### config.mk
export PLATFORM = sky130hd
export DESIGN_NAME = life_gen_sequencer
export DESIGN_NICKNAME = d
export VERILOG_FILES = /design/src/rtl/life_gen_sequencer.sv
export SDC_FILE = /design/constraint.sdc
export NUM_CORES = 1
export LEC_CHECK = 0
export CAP_MARGIN = 20
export CORE_MARGIN = 2
export CORE_UTILIZATION = 30
export DETAILED_ROUTE_END_ITERATION = 8
export GPL_TIMING_DRIVEN = 0
export PLACE_DENSITY_LB_ADDON = 0.12
export SLEW_MARGIN = 20
export SYNTH_ARGS = -nofsm -noshare
export SYNTH_HDL_FRONTEND = slang
export SYNTH_SLANG_ARGS = --single-unit
export TNS_END_PERCENT = 50
### constraint.sdc
create_clock -name clk -period 2.7 [get_ports clk]
set_input_delay 0.27 -clock clk [delete_from_list [all_inputs] [get_ports clk]]
set_output_delay 0.27 -clock clk [all_outputs]
set_load 0.005 [all_outputs]
### src/rtl/life_gen_sequencer.sv
// life_gen_sequencer
//   Generation controller for a LifeCell array. Drives the array-wide synchronous
//   cell reset and seed-source select, mirrors the cells' 8-phase evaluation
//   cycle, flags each completed generation and counts generations. Accepts
//   start / pause / step / resume / stop commands so the grid can be frozen at
//   a generation boundary and restarted without losing its pattern.
//
// Parameters
//   GEN_W     width of the generation counter
//   MAX_GENS  automatic pause after this many generations (0 = unlimited)
//
// Ports
//   clk        system clock, rising edge
//   rst        asynchronous active-high reset
//   start      pulse: load external pattern and run (IDLE only)
//   pause      pulse: freeze at next generation boundary (RUN only)
//   step       pulse: run one generation then freeze (HOLD only)
//   resume     pulse: continue free-running (HOLD only)
//   stop       pulse: abort to IDLE (any state)
//   cell_nrst  active-low synchronous reset to every cell (high in RUN)
//   seed_sel   seed mux select: 0 = external pattern, 1 = cell's own alive
//   phase      mirror of the cell FSM state, 0 outside RUN
//   gen_done   one-cycle pulse, alive outputs hold the new generation
//   gen_count  completed generations since last start (saturating)
//   running    state is RUN
//   holding    state is HOLD
//   limit_hit  sticky, MAX_GENS reached; cleared by start or stop
module life_gen_sequencer #(
  parameter int unsigned GEN_W    = 16,
  parameter int unsigned MAX_GENS = 0
) (
  input  logic             clk,
  input  logic             rst,
  input  logic             start,
  input  logic             pause,
  input  logic             step,
  input  logic             resume,
  input  logic             stop,
  output logic             cell_nrst,
  output logic             seed_sel,
  output logic [2:0]       phase,
  output logic             gen_done,
  output logic [GEN_W-1:0] gen_count,
  output logic             running,
  output logic             holding,
  output logic             limit_hit
);

  typedef enum logic [1:0] {
    StIdle,
    StRun,
    StHold
  } state_e;

  localparam bit               LimitEn  = (MAX_GENS != 0);
  localparam logic [GEN_W-1:0] MaxGensW = GEN_W'(MAX_GENS);
  localparam logic [2:0]       PhLast   = 3'd7;

  state_e           state_q, state_d;
  logic [2:0]       phase_q, phase_d;
  logic             seed_sel_q, seed_sel_d;
  logic             gen_done_q, gen_done_d;
  logic [GEN_W-1:0] gen_count_q, gen_count_d;
  logic             limit_hit_q, limit_hit_d;
  logic             pause_pend_q, pause_pend_d;
  logic             step_pend_q, step_pend_d;

  logic [GEN_W-1:0] gen_inc;
  logic             limit_reached;
  logic             boundary_exit;

  // Saturating increment used at every generation boundary.
  assign gen_inc       = (gen_count_q == {GEN_W{1'b1}}) ? gen_count_q
                                                        : gen_count_q + GEN_W'(1);
  assign limit_reached = LimitEn && (gen_inc == MaxGensW);
  // A pause arriving in the phase-7 cycle itself still freezes at this boundary.
  assign boundary_exit = pause_pend_q | step_pend_q | pause | limit_reached;

  always_comb begin
    state_d      = state_q;
    phase_d      = phase_q;
    seed_sel_d   = seed_sel_q;
    gen_done_d   = 1'b0;
    gen_count_d  = gen_count_q;
    limit_hit_d  = limit_hit_q;
    pause_pend_d = pause_pend_q;
    step_pend_d  = step_pend_q;

    if (stop) begin
      // Abort: cells keep the last completed generation since alive is only
      // written in phases 0 and 7; no gen_done, count held.
      state_d      = StIdle;
      phase_d      = 3'd0;
      seed_sel_d   = 1'b0;
      limit_hit_d  = 1'b0;
      pause_pend_d = 1'b0;
      step_pend_d  = 1'b0;
    end else begin
      unique case (state_q)
        StIdle: begin
          if (start) begin
            state_d      = StRun;
            phase_d      = 3'd0;
            seed_sel_d   = 1'b0;
            gen_count_d  = '0;
            limit_hit_d  = 1'b0;
            pause_pend_d = 1'b0;
            step_pend_d  = 1'b0;
          end
        end

        StRun: begin
          if (phase_q == PhLast) begin
            gen_done_d  = 1'b1;
            gen_count_d = gen_inc;
            if (limit_reached) begin
              limit_hit_d = 1'b1;
            end
            if (boundary_exit) begin
              state_d      = StHold;
              phase_d      = 3'd0;
              seed_sel_d   = 1'b1;  // re-entry reloads the frozen pattern
              pause_pend_d = 1'b0;
              step_pend_d  = 1'b0;
            end else begin
              phase_d = 3'd1;       // phase 0 only occurs on entry
            end
          end else begin
            phase_d = phase_q + 3'd1;
            if (pause) begin
              pause_pend_d = 1'b1;
            end
          end
        end

        StHold: begin
          if (step || resume) begin
            state_d     = StRun;
            phase_d     = 3'd0;
            seed_sel_d  = 1'b1;
            // Once the limit is reached, resume only advances one generation.
            step_pend_d = step | limit_hit_q;
          end
        end

        default: begin
          state_d = StIdle;
          phase_d = 3'd0;
        end
      endcase
    end
  end

  always_ff @(posedge clk or posedge rst) begin
    if (rst) begin
      state_q      <= StIdle;
      phase_q      <= 3'd0;
      seed_sel_q   <= 1'b0;
      gen_done_q   <= 1'b0;
      gen_count_q  <= '0;
      limit_hit_q  <= 1'b0;
      pause_pend_q <= 1'b0;
      step_pend_q  <= 1'b0;
    end else begin
      state_q      <= state_d;
      phase_q      <= phase_d;
      seed_sel_q   <= seed_sel_d;
      gen_done_q   <= gen_done_d;
      gen_count_q  <= gen_count_d;
      limit_hit_q  <= limit_hit_d;
      pause_pend_q <= pause_pend_d;
      step_pend_q  <= step_pend_d;
    end
  end

  assign cell_nrst = (state_q == StRun);
  assign running   = (state_q == StRun);
  assign holding   = (state_q == StHold);
  assign seed_sel  = seed_sel_q;
  assign phase     = phase_q;
  assign gen_done  = gen_done_q;
  assign gen_count = gen_count_q;
  assign limit_hit = limit_hit_q;

endmodule

==> out/qor.yml <==
hold_path_startpoint: "stop"
pwr_density_cell_nw_per_um2: 661
dp_hpwl_um: 3130
path_cells: "inv_1, ha_1, clkbuf_1, inv_1, nor4_1, o21a_1, a22o_1"
vdd.ir_drop.worst_mv: 0.236
clkPwrFrac_pct: 18.3
post_route_cells_drive_above_1_share_pct: 8.45
timing.critical_path.slowest_cell_delay_ps: 600
router_iterations_before_antenna_repair: 4
critPathBufInv: 3
synthArstFlopShare_pct: 100
cts-root-buf: "sky130_fd_sc_hd__clkbuf_8"
cp_max_fo: 8
initial_utilization_pct: 31.6
cellLeakagePower_nw: 0.820
power.internal_mw: 0.840
placedCellCount: 279
routed_wl_um: 4350
setup_viol: 0
timing.hold.worst_endpoint: "phase[2]"
ys_ff_latch: 25
crit_path_end_kind: "register"
timing.clock.skew_ps: 8.07
synthMostInstantiatedCell: "sky130_fd_sc_hd__dfrtp_1"
cp_num_cells: 7
path_common_cell: "sky130_fd_sc_hd__inv_1"
tritoncts: "built"
drc_errors: 0
grt_antenna_before_repair: 0
maximum_clock_path_buffer_count: 2
postLayoutCellArea_um2: 2070
max-slew-margin-rel_pct: 52.9
number_of_nets_still_failing_antenna_checks_after_routing: 0
max_clock_freq_ghz: 0.400
htreeDepth: 1
final_min_period_over_clock_period_pct: 92.5
family_with_the_most_delay_on_the_worst_path: "buffers and inverters"
rr_endpoint: "gen_count[11]"
run_status: "completed"
synth-edff-count: 0
coreArea_um2: 5200
syn_nets: 194
setup.reg_to_reg.worst_slack_ps: 200
initialDrtViolationCount: 143
rr_startpoint: "state_q[1]"
critPathSlowestCell: "sky130_fd_sc_hd__nor4_1"
cts_buffers: 3
worst_slew_pin_slew_ps: 701
synthTopCellsByCount: "sky130_fd_sc_hd__dfrtp_1, sky130_fd_sc_hd__inv_1, sky130_fd_sc_hd__nand2_1, sky130_fd_sc_hd__nor2_1, sky130_fd_sc_hd__nand3_1"
path_class: "reg -> reg"
postCtsSetupRepairBufs: 0
synth_area_leaders: "sky130_fd_sc_hd__dfrtp_1, sky130_fd_sc_hd__ha_1, sky130_fd_sc_hd__inv_1"
area_growth_syn_to_layout_pct: 26.0
synth_top_area_cell: "sky130_fd_sc_hd__dfrtp_1"
grt_setup_unrepaired: "no"
critical_path_arrival_ps: 2730
clock_latency_late_sink_ps: 280
worst_r2r_path_depth: 7
cts_sinks: 25
power.switching_fraction_pct: 38.6
grt_max_degree: 26
synth_seq_area_share_pct: 38.1
min_delay_path_depth: 2
hold_path.class: "in -> reg"
ys.warnings.count: 0
drv.max_cap_violation_count: 0
die_width_um: 78
synth_flop_cell: "sky130_fd_sc_hd__dfrtp_1"
via_count: 1508
die_height_um: 78
critPathLaunchType: "register"
vias_per_cell: 5.33
first_global_vias: 1490
finalNetCount: 228
post_cts_clock_slew_at_the_launch_and_capture_registers_of_the_worst_setup_and_hold_paths_ps: 110
power.sequential.fraction_pct: 37.3
grt_first_pass_wirelength_um: 7350
grt_overflow: 0
finish.cell_count_without_fillers: 283
power.net_switching_mw: 0.527
placed_instance_area_um2: 2020
synth_area_um2: 1640
cts_resized: 0
comb_power_share_pct: 44.4
cts_hold_buffers: 0
routed_wirelength_normalized_by_instance_count_um: 15.4
post-route-min-period_ps: 2500
setup_total_negative_slack_ps: 0
hold_viol: 0
post_synth.cell_area_avg_um2: 9.13
port-buffer-count: 29
worst-endpoint-required_ps: 2930
antenna_cells: 0
final-max-slew-violation-count: 0
floorplan.io_pins: 32
synth.lib_cells_used.distinct: 49
core.rowCount: 26
synth_top_area_share_pct: 38.1
dieArea_um2: 6080
synth_cells: 180
grt_usage_pct: 14.9
globalplace.congestion: 0.846
power groups by stage:
| stage | registers, mW | logic, mW | clock network (mW) |
|---|---|---|---|
| after floorplan | 0.502 | 0.392 | 0 |
| after global routing | 0.523 | 0.672 | 0.274 |
| after CTS | 0.509 | 0.615 | 0.254 |
| final | 0.510 | 0.607 | 0.250 |
| after detailed placement | 0.517 | 0.611 | 0 |
| after global placement | 0.514 | 0.605 | 0 |
through the flow:
stage	util (%)	worst slack, ps	hold slack (ps)	power [mW]
6_report	39.8	202	275	1.37
2_1_floorplan	-	640	297	0.894
5_1_grt	39.8	33.9	281	1.47
3_5_place_dp	38.8	257	516	1.13
4_1_cts	39.8	223	279	1.38
3_3_place_gp	38.8	276	515	1.12
cell families (layout without fill, tap and decap cells):
kind of cell,count (synthesis),count (layout),synth area share (%)
fa+ha+maj,7,7,5.33
xor+xnor,1,1,0.533
simple gates,72,72,23.8
compound gates,44,44,20.9
mux,6,6,3.73
other cells,1,1,0.228
buf+inv,24,57,7.39
flops,25,25,38.1
final cells by class:
cell class                 instances  area, um2
buffer                             9       65.1
sequential                        25        626
tap                               70       87.6
multi-input combinational        131        896
inverter                          15       56.3
fill                             540       3140
clock buffer                       3       41.3
timing repair buffer              29        290
clock inverter                     1       7.51
state kept, by name (all words and copies together) (netlist names):
name / flops
gen_count: 16
gen_done: 1
pause_pend_q: 1
phase: 3
seed_sel: 1
state_q: 2
step_pend_q: 1
how the worst max path moves through the flow:
stage	start	slack, ps	to
final	state_q[1]	200	gen_count[11]
after floorplan	state_q[0]	640	gen_count[0]
after CTS	state_q[1]	220	gen_count[11]
after detailed placement	state_q[1]	260	gen_count[13]
after global placement	state_q[1]	280	gen_count[13]
after global routing	state_q[1]	30	gen_count[5]
layer usage:
layer	part of all wire [%]	track usage [%]	wire (um)	up-vias
met3	3.9	2.09	170	7
li1	-	-	-	731
met1	47	20.6	2020	728
met2	48	24.1	2110	42
met5	0	0	0	-
met4	1.1	4.91	48	0
placed cells by master, fill, tap and decap left out, types with 4 or more instances in the layout:
| master | n |
|---|---|
| sky130_fd_sc_hd__inv_1 | 14 |
| sky130_fd_sc_hd__clkdlybuf4s50_1 | 29 |
| sky130_fd_sc_hd__nor2_1 | 12 |
| sky130_fd_sc_hd__o21ai_0 | 4 |
| sky130_fd_sc_hd__nand2_1 | 12 |
| sky130_fd_sc_hd__or3_1 | 8 |
| sky130_fd_sc_hd__ha_1 | 7 |
| sky130_fd_sc_hd__nand3_1 | 10 |
| sky130_fd_sc_hd__a21oi_1 | 5 |
| sky130_fd_sc_hd__mux2i_1 | 5 |
| sky130_fd_sc_hd__o22ai_1 | 4 |
| sky130_fd_sc_hd__nand4_1 | 5 |
| sky130_fd_sc_hd__nor3_1 | 8 |
| sky130_fd_sc_hd__nor4_1 | 4 |
| sky130_fd_sc_hd__dfrtp_1 | 25 |
No activity file was read; power rests on OpenSTA's default activity.
